==> config.mk <==
export PLATFORM = sky130hd
export DESIGN_NAME = job_responder
export DESIGN_NICKNAME = d
export VERILOG_FILES = /design/src/rtl/job_pkg.sv /design/src/rtl/job_addr_counter.sv /design/src/rtl/job_responder.sv
export SDC_FILE = /design/constraint.sdc
export NUM_CORES = 1
export LEC_CHECK = 0
export CORE_UTILIZATION = 35
export DETAILED_ROUTE_END_ITERATION = 8
export PLACE_DENSITY = 0.69
export SYNTH_ARGS = -nofsm -noshare
export SYNTH_HDL_FRONTEND = slang
export SYNTH_SLANG_ARGS = --single-unit
export TNS_END_PERCENT = 30
==> constraint.sdc <==
create_clock -name clk -period 2.29 [get_ports clk]
set_input_delay 0.3435 -clock clk [delete_from_list [all_inputs] [get_ports clk]]
set_output_delay 0.3435 -clock clk [all_outputs]
set_load 0.005 [all_outputs]
==> src/rtl/job_pkg.sv <==
// job_pkg: shared state encoding and default parameters for the job responder.
package job_pkg;

    typedef enum logic [1:0] {
        IDLE  = 2'd0,
        READ  = 2'd1,
        DRAIN = 2'd2,
        DONE  = 2'd3
    } job_state_t;

    localparam int DATA_W_DEF = 16;
    localparam int ADDR_W_DEF = 8;
    localparam int ACC_W_DEF  = 24;
    localparam int RD_LAT     = 1;

endpackage

==> src/rtl/job_addr_counter.sv <==
// job_addr_counter: remaining-word down-counter with an up-running read address.
module job_addr_counter
    import job_pkg::*;
#(
    parameter int ADDR_W = ADDR_W_DEF
) (
    input  logic              clk,
    input  logic              rst,
    input  logic              load_i,
    input  logic [ADDR_W-1:0] len_i,
    input  logic              step_i,
    output logic [ADDR_W-1:0] addr_o,
    output logic              last_o
);

    logic [ADDR_W-1:0] rem_q, addr_q;

    assign addr_o = addr_q;
    assign last_o = step_i && rem_q == ADDR_W'(1);

    // The address holds on the final issue so a full-range job never wraps.
    always_ff @(posedge clk or posedge rst) begin
        if (rst) begin
            rem_q  <= '0;
            addr_q <= '0;
        end else if (load_i) begin
            rem_q  <= len_i;
            addr_q <= '0;
        end else if (step_i) begin
            rem_q  <= rem_q - ADDR_W'(1);
            addr_q <= last_o ? addr_q : addr_q + ADDR_W'(1);
        end
    end

endmodule

==> src/rtl/job_responder.sv <==
// job_responder: start/done job endpoint that streams len words from a
// synchronous read port and returns their modular sum.
module job_responder
    import job_pkg::*;
#(
    parameter int DATA_W = DATA_W_DEF,
    parameter int ADDR_W = ADDR_W_DEF,
    parameter int ACC_W  = ACC_W_DEF
) (
    input  logic              clk,
    input  logic              rst,
    input  logic              start,
    input  logic [ADDR_W-1:0] len,
    output logic              rd_en,
    output logic [ADDR_W-1:0] rd_addr,
    input  logic [DATA_W-1:0] rd_data,
    output logic              busy,
    output logic              done,
    output logic [ACC_W-1:0]  result,
    output logic              overrun
);

    job_state_t        state_q;
    logic [RD_LAT-1:0] vld_q;
    logic [ACC_W-1:0]  acc_q, acc_d, result_q;
    logic              rd_en_q, busy_q, done_q, overrun_q;
    logic              accept, load, last;

    assign accept  = start && (state_q == IDLE || state_q == DONE);
    assign load    = accept && len != '0;
    assign rd_en   = rd_en_q;
    assign busy    = busy_q;
    assign done    = done_q;
    assign result  = result_q;
    assign overrun = overrun_q;

    // A word is added when the read issued RD_LAT cycles earlier returns.
    always_comb acc_d = vld_q[RD_LAT-1] ? acc_q + ACC_W'(rd_data) : acc_q;

    job_addr_counter #(.ADDR_W(ADDR_W)) u_cnt (
        .clk    (clk),
        .rst    (rst),
        .load_i (load),
        .len_i  (len),
        .step_i (state_q == READ),
        .addr_o (rd_addr),
        .last_o (last)
    );

    always_ff @(posedge clk or posedge rst) begin
        if (rst) begin
            state_q   <= IDLE;
            vld_q     <= '0;
            acc_q     <= '0;
            result_q  <= '0;
            rd_en_q   <= 1'b0;
            busy_q    <= 1'b0;
            done_q    <= 1'b0;
            overrun_q <= 1'b0;
        end else begin
            vld_q <= RD_LAT'({vld_q, rd_en_q});
            acc_q <= acc_d;
            if (start && busy_q)
                overrun_q <= 1'b1;
            case (state_q)
                IDLE, DONE: begin
                    if (accept) begin
                        acc_q     <= '0;
                        result_q  <= '0;
                        overrun_q <= 1'b0;
                        done_q    <= !load;
                        rd_en_q   <= load;
                        busy_q    <= load;
                        state_q   <= load ? READ : DONE;
                    end
                end
                READ: begin
                    if (last) begin
                        rd_en_q <= 1'b0;
                        state_q <= DRAIN;
                    end
                end
                DRAIN: begin
                    busy_q   <= 1'b0;
                    done_q   <= 1'b1;
                    result_q <= acc_d;
                    state_q  <= DONE;
                end
                default: state_q <= IDLE;
            endcase
        end
    end

endmodule
* Word-level counts from Yosys, hierarchy flattened
Cells that the tools add are included.
Cells by class: $add $sub $neg 3, equality and inequality tests 7, multiplexer cells 23, reductions and logical operators 16
Operators by type and width (number):
- 24-bit 2-to-1 mux | 4
- 24-bit case mux with 2 select lines | 1
- 8-bit 2-to-1 mux | 5
- 24-bit by 16-bit adder with 24-bit output | 1
- 8-bit by 1-bit adder with 8-bit output, second input constant | 1
- 8-bit by 1-bit == test with 1-bit output, second input constant | 1
- 8-bit nonzero test | 1
- 8-bit by 1-bit subtractor with 8-bit output, second input constant | 1
- 1-bit 2-to-1 mux | 6
- 2-bit 2-to-1 mux | 3
- 2-bit inequality test, second input constant | 3
- 1-bit case mux with 2 select lines | 3
- 2-bit case mux with 3 select lines | 1
- 2-bit AND reduction | 3
- 2-bit nonzero test | 3
- 2-bit == test, second input constant | 2
- 1-bit logical AND | 4
- 3-bit AND reduction | 1
- 2-bit by 1-bit == test with 1-bit output, second input constant | 1
- 2-bit logical NOT | 1
- 2-bit OR reduction | 1
- 1-bit logical NOT | 1
- 1-bit logical OR | 1
Word-level totals: flip-flop bits (word level) 71, output and inout bits 36, word-level logic and storage cells 59

* Longest topological paths before layout
Gate-level depths: netlist of the first run.
depth in word-level cells 7, mapped depth 9, depth with buffers taken out 9

* Modules after synthesis
A second synthesis of the first run with hierarchy kept.
Unflattened totals: cells, all modules 416, area total of the unflattened synthesis 3981.3 um^2
Modules (own cells, without submodules):
- job_responder | times used 1, cells each 323, area an instance 3105.5 um^2, sequential area each 1376.3 um^2
- job_addr_counter | times used 1, cells each 93, area an instance 875.8 um^2, sequential area each 400.4 um^2

* Least setup slack after synthesis of the first run
Ideal clock, no wire load.
kind reg-to-reg, start point register acc_q[0], end point register result_q[8], in the netlist result[8], library setup time 116 ps, data arrival time 2126 ps, required time 2174 ps, setup slack 48 ps, stages on the path, launching flop included 10, path buffers 0, cell sequence dfrtp_1 -> ha_1 -> fa_1 -> a21oi_1 -> nand4b_1 -> a21boi_1 -> o21ai_0 -> or4b_1 -> o31a_1 -> o311ai_0
On the way: longest elaborated chain between the ends 3
Ends and longest elaborated chain:
- start, declared | RTL line job_responder.sv:25 | logic [ACC_W-1:0] acc_q, acc_d, result_q;
- start signal, assigned | RTL line job_responder.sv:54 | acc_q <= '0;
- start signal, assigned | RTL line job_responder.sv:62 | acc_q <= acc_d;
- start signal, assigned | RTL line job_responder.sv:68 | acc_q <= '0;
- 24-bit by 16-bit adder with 24-bit output | RTL line job_responder.sv:38 | always_comb acc_d = vld_q[RD_LAT-1] ? acc_q + ACC_W'(rd_data) : acc_q;
- 24-bit 2-to-1 mux | RTL line job_responder.sv:38
- 24-bit case mux with 2 select lines | RTL line job_responder.sv:65 | case (state_q)
- end signal, assigned | RTL line job_responder.sv:55 | result_q <= '0;
- end signal, assigned | RTL line job_responder.sv:69 | result_q <= '0;
- end signal, assigned | RTL line job_responder.sv:86 | result_q <= acc_d;
- end, declared | RTL line job_responder.sv:25
Every way passes these cells. A chain may end at the register's enable or synchronous reset.

* Final worst setup path of the first run
start point input port rd_data[9], end point register result_q[20], in the netlist result[20]
On the way: longest elaborated chain between the ends 3
Ends and longest elaborated chain:
- start, declared | RTL line job_responder.sv:16 | input logic [DATA_W-1:0] rd_data,
- 24-bit by 16-bit adder with 24-bit output | RTL line job_responder.sv:38
- 24-bit 2-to-1 mux | RTL line job_responder.sv:38
- 24-bit case mux with 2 select lines | RTL line job_responder.sv:65
Every way passes these cells.

==> results of run 1 <==
[layout by cell type, fill, tap and decap left out, types with 4 or more instances in the layout]
cell,count
a21o_1,6
a21oi_1,9
a21oi_2,5
and3_1,5
buf_4,50
clkbuf_8,10
clkdlybuf4s50_1,59
dfrtp_1,71
ha_1,17
ha_4,4
inv_1,11
mux2i_1,14
nand2_1,54
nand2b_1,5
nand4_1,6
nor2_1,48
nor2b_1,4
nor3_1,5
o21ai_0,29
o21ai_1,10
xnor2_1,22
xor2_1,7
[synth_stat cells, types with 2 or more instances]
master / count / share of area (%)
a31o_1: 2 / 0.46
nand2b_1: 5 / 0.81
o21ai_1: 10 / 1.3
nor2_1: 48 / 4.7
a21o_1: 6 / 1.2
and3_1: 5 / 0.81
nand2_1: 54 / 5.3
a21oi_1: 13 / 1.7
nand3_1: 3 / 0.39
xor2_1: 7 / 1.6
nor3_1: 5 / 0.65
and2_1: 2 / 0.33
nor2b_1: 5 / 0.81
nand4_1: 6 / 0.98
nor4_1: 3 / 0.49
buf_2: 3 / 0.39
ha_1: 22 / 7.2
or3_1: 3 / 0.49
o21ai_0: 30 / 3.9
xnor2_1: 22 / 5.0
mux2i_1: 14 / 3.6
clkbuf_1: 11 / 1.1
dfrtp_1: 71 / 46
a21oi_2: 2 / 0.46
a211oi_1: 2 / 0.39
inv_1: 12 / 1.2
nand4b_1: 2 / 0.46
[sequential cells by signal (all words and copies together), names as in the netlist, named ones only]
signal        cells
done              1
vld_q             1
u_cnt.rem_q       8
u_cnt.addr_o      8
rd_en             1
result           24
state_q           2
overrun           1
acc_q            17
busy              1
[worst min-delay path, cell delays in order]
cell             delay, ps
clkdlybuf4s50_1        410
inv_2                   70
buf_12                 310
[power breakdown]
part / internal [mW] / switching (mW)
clock network: 0.527 / 0.494
logic: 1.59 / 1.67
registers: 1.62 / 0.266
[repair_timing]
item | CTS | global route
hold endpoints to repair | 0 | 0
resized for setup | 7 | 17
pin swaps | 5 | 23
endpoints found under the setup margin | 18 | 33
setup buffers | 3 | 4
[area by class of cell]
type	count	area share (%)
clock buffer	10	2.59
clock inverter	6	1.13
inverter	12	0.847
multi-input combinational	300	39.0
sequential	71	33.4
tap	136	3.20
timing repair buffer	115	19.8
[metrics by stage]
stage                     setup TNS, ps  instance area (sq um)  total power [mW]  util [%]  worst slack, ps
after floorplan                       0                   3850              3.74         -             48.3
after global placement           -11610                   4940              4.88      47.0             -497
after detailed placement         -13540                   4940              4.97      47.0             -576
after CTS                          -285                   5170              6.05      49.2            -43.9
after global routing              -2040                   5320              6.63      50.6             -142
final                              -269                   5320              6.17      50.6            -64.3
[kinds of logic after synthesis]
family          Yosys count
buf+inv                  28
simple gates            148
flops                    71
xor+xnor                 29
compound gates           86
mux                      14
fa+ha+maj                23
[routing by layer]
metal | vias to the layer above | GRT usage (%) | routed length (um)
li1 | 1602 | - | -
met1 | 1586 | 21.8 | 4290
met2 | 65 | 27.9 | 4400
met3 | 15 | 4.26 | 474
met4 | 0 | 6.26 | 163
met5 | - | 0 | 0
[worst min path at each step]
| stage | slack (ps) | end | from |
|---|---|---|---|
| final | 380 | result[1] | rst |
| after global routing | 430 | result[1] | rst |
| after CTS | 400 | result[6] | rst |
| after detailed placement | 430 | vld_q | rd_en |
| after global placement | 420 | vld_q | rd_en |
| after floorplan | 410 | vld_q | rd_en |
==> metrics, run 1 <==
number of global-route vias before repair 3,295; register area 1780 sq um; critical path's slowest cell clkdlybuf4s50_1; worst hold slack 382 ps; CP bufs+invs 2; area of the multi-input gates 2070 sq um; routed len/inst 14.4 um; worst reg2reg path depth 9; Tightest Pin Transition 527 ps; PwrDens 1160 nW/um^2; fin nets 559; Antenna Nets Post-Route 0; initial core utilization 36.6%; GRT Residual Overflow 0; Max Cap Viol 0; Ys Warns 0; Fillers 962; Critical Path Stages 9; CTS Sinks 71; post-synthesis adder-cell area fraction 7.67%; Compound-Gate Fraction of Synth Area 14.9%; Placeable Area 10,500 sq um; pin count of the biggest net entering global routing 72; IO Pins 63; Worst setup startpoint rd_data[9]; Main synth FF type dfrtp_1; crit-path max cell delay 560 ps; number of synthesized flops with an enable pin 0; Cells after Synth 399; Port Buffer Count 62; first-pass GRT wire length 15,300 um; DRT Pass-1 Iters 4; routed vias 3,268; syn nets 449; Site Rows 37; final setup vio count 9; CP Capture Type register; Antenna Cells 0; TritonCTS clock tree yes; fin cells 650; Clock Latency Late Sink 350 ps; Post-Synth Simple-Gate Area 18.0%; fin crit period 2350 ps; fraction of final layout cells sized beyond drive strength 1 19.5%; Critical Path, Cell by Cell clkdlybuf4s50_1 -> ha_4 -> and3_4 -> buf_4 -> a221o_1 -> o31ai_4 -> nor2_1 -> xnor2_1 -> o21ai_1; Clock Path Buffers 2; max-slew violations 0; CTS Buf Count 9; initial antenna violation count 0; Cell variety after synth 58; failing checks setup timing; die height 107 um; largest family of logic cells by synthesized area simple AND/OR/NAND/NOR gates; Critical Path Sink result[20]; DRT Wirelength 9330 um; worst-case clock skew 10.2 ps; r2r endpoint result[8]; Synth Area in XOR/XNOR 6.60%; Placed Cells incl. Taps 627; Leakage 2.37 nW; Final Hold Vio Count 0; number of hold buffers added after CTS 0; slew margin rel. 64.9%; register bit total from synthesis 71; R2R Setup Slk -20 ps; Peak VDD IR 0.644 mV; Total Routing Usage GR 17.1%; RSZ-0062 raised after global routing true; CTS root buf clkbuf_8; mux contribution to synthesized area 3.64%; Worst R2R Start acc_q[0]; crit-path leading delay family compound AO/OA/AOI/OAI gates; DRC violations left 0; Max Freq 0.425 GHz; Syn Area/Cell 9.64 sq um; Crit Path Class primary input to register; 1st-iter DRT viols 125; FFs w/ async S/R, synth 100%; Worst Slack Setup Final -64.3 ps; critical path launch point type primary input; chip width 107 um; Vias/cell 5.03; Cell Area, Synth 3850 sq um; crit-path max FO 4; die area 11,400 sq um; outcome finished with violations; CTS H-tree depth 3; Worst Path Required 2510 ps; RD Place Congestion 0.859; period utilization 103%; Data arrival, critical path 2580 ps; Hold Crit Class primary input to asynchronous set/reset pin; Seq/Total Area, Yosys 46.2%; Detailed Place HPWL 6520 um; Worst-path clk slew 80 ps; Layout area overhead 38.1%
(Power assumes the default switching activity.)
==> run 2: changes to the inputs <==
- CORE_MARGIN: unset -> 3
==> metrics, run 2 (synthesis results as in run 1) <==
Total Routing Usage GR 16.1%; GRT Residual Overflow 0; die height 111 um; TritonCTS clock tree yes; critical path's slowest cell clkdlybuf4s50_1; pin count of the biggest net entering global routing 72; most frequent cells in the layout 71 x dfrtp_1, 59 x clkdlybuf4s50_1, 54 x nand2_1, 52 x buf_4, 46 x nor2_1; routed vias 3,290; worst-case clock skew 11.9 ps; Max Freq 0.426 GHz; max reg flops 24; first-pass GRT wire length 16,300 um; final setup vio count 7; crit-path max FO 4; IO Pins 63; max-slew violations 0; DRT Pass-1 Iters 4; Peak VDD IR 0.657 mV; Antenna Cells 0; CTS root buf clkbuf_8; Site Rows 37; RD Place Congestion 0.798; chip width 111 um; fraction of final layout cells sized beyond drive strength 1 20.2%; outcome finished with violations; Data arrival, critical path 2570 ps; Worst setup startpoint rd_data[3]; number of hold buffers added after CTS 0; Critical Path, Cell by Cell clkdlybuf4s50_1 -> ha_1 -> nand4b_1 -> a311oi_2 -> o22ai_2 -> nor3_2 -> xnor2_2 -> o21ai_1; initial antenna violation count 0; Antenna Nets Post-Route 0; critical path launch point type primary input; Final Hold Vio Count 0; register area 1780 sq um; area of the multi-input gates 2100 sq um; Fillers 959; Clock Latency Late Sink 350 ps; slew margin rel. 64.0%; CTS Buf Count 9; RSZ-0062 raised after global routing true; number of global-route vias before repair 3,382; Layout area overhead 38.8%; 1st-iter DRT viols 95; PwrDens 1150 nW/um^2; Clock Path Buffers 2; Crit Path Class primary input to register; crit-path max cell delay 440 ps; period utilization 102%; most common cell after layout, fill and taps aside dfrtp_1; CP Capture Type register; Port Buffer Count 62; Final Power 6.14 mW; Vias/cell 5.05; Max Cap Viol 0; DRT Wirelength 9740 um; fin crit period 2350 ps; fin nets 561; Hold Crit Class primary input to asynchronous set/reset pin; Worst R2R Start acc_q[0]; routed len/inst 14.9 um; CTS Sinks 71; DRC violations left 0; Worst Slack Setup Final -56.9 ps; Leakage 2.39 nW; die area 12,300 sq um; initial core utilization 36.6%; fin util 50.8%; Placeable Area 10,500 sq um; Tightest Pin Transition 540 ps; Worst Path Required 2520 ps; CTS H-tree depth 3; Detailed Place HPWL 6700 um; Worst-path clk slew 80 ps; failing checks setup timing
-- run 2: power breakdown --
| part | switching (mW) | internal, mW | total (mW) |
|---|---|---|---|
| registers | 0.261 | 1.62 | 1.88 |
| logic | 1.69 | 1.57 | 3.25 |
| clock network | 0.476 | 0.529 | 1.01 |
-- run 2: final cells by class --
cell class | count | share of cell area [%]
clock buffer | 12 | 2.72
clock inverter | 4 | 0.843
inverter | 12 | 0.843
multi-input combinational | 300 | 39.4
sequential | 71 | 33.3
tap | 136 | 3.19
timing repair buffer | 117 | 19.8
-- run 2: path summary, 6_finish.rpt --
check | endpoint | slack (ps) | depth (start not counted)
max in group asynchronous | rd_en | 1590 | 3
setup reg to reg | result[8] | -50 | 9
min in group clk | vld_q | 440 | 0
hold reg to reg | vld_q | 440 | 0
hold / removal | result[1] | 390 | 3
setup / recovery | result[19] | -60 | 8
-- run 2: metal layers --
layer	vias up	share of wire (%)	global-route usage [%]	wire length [um]
met5	-	0	0	0
met3	11	5.0	4.20	491
met2	71	49	25.8	4740
met1	1600	45	21.4	4400
met4	0	1.1	4.76	109
li1	1608	-	-	-
-- run 2: worst max-delay path, delay by kind of cell --
kind,cells,cell delay [ps]
AOI/OAI and AO/OA,3,730
xor gates and xnor gates,1,160
buffers and inverters,1,440
and+or+nand+nor,2,510
adders and majority gates,1,400
-- run 2: stage by stage --
step | TNS [ps] | setup WS [ps] | hold WS (ps) | area [sq um] | std cells
finish | -171 | -56.9 | 389 | 5340 | 652
global route | -1880 | -141 | 424 | 5340 | 652
CTS | -121 | -46.3 | 404 | 5220 | 648
detailed placement | -12610 | -598 | 417 | 4930 | 627
global placement | -11440 | -496 | 421 | 4930 | 627
floorplan | 0 | 48.3 | 409 | 3850 | 399
-- run 2: repair_timing --
action                     in CTS  in global routing
gates resized for setup        13                 17
setup buffers                   5                  4
pin swaps                      15                 23
setup endpoints to repair      21                 33
cloned                          0                  0
==> run 3: changes to the inputs <==
- CTS_CLUSTER_DIAMETER: unset -> 150
==> results of run 3 <==
No change in the layout: final DEF, timing and power equal those of run 2.
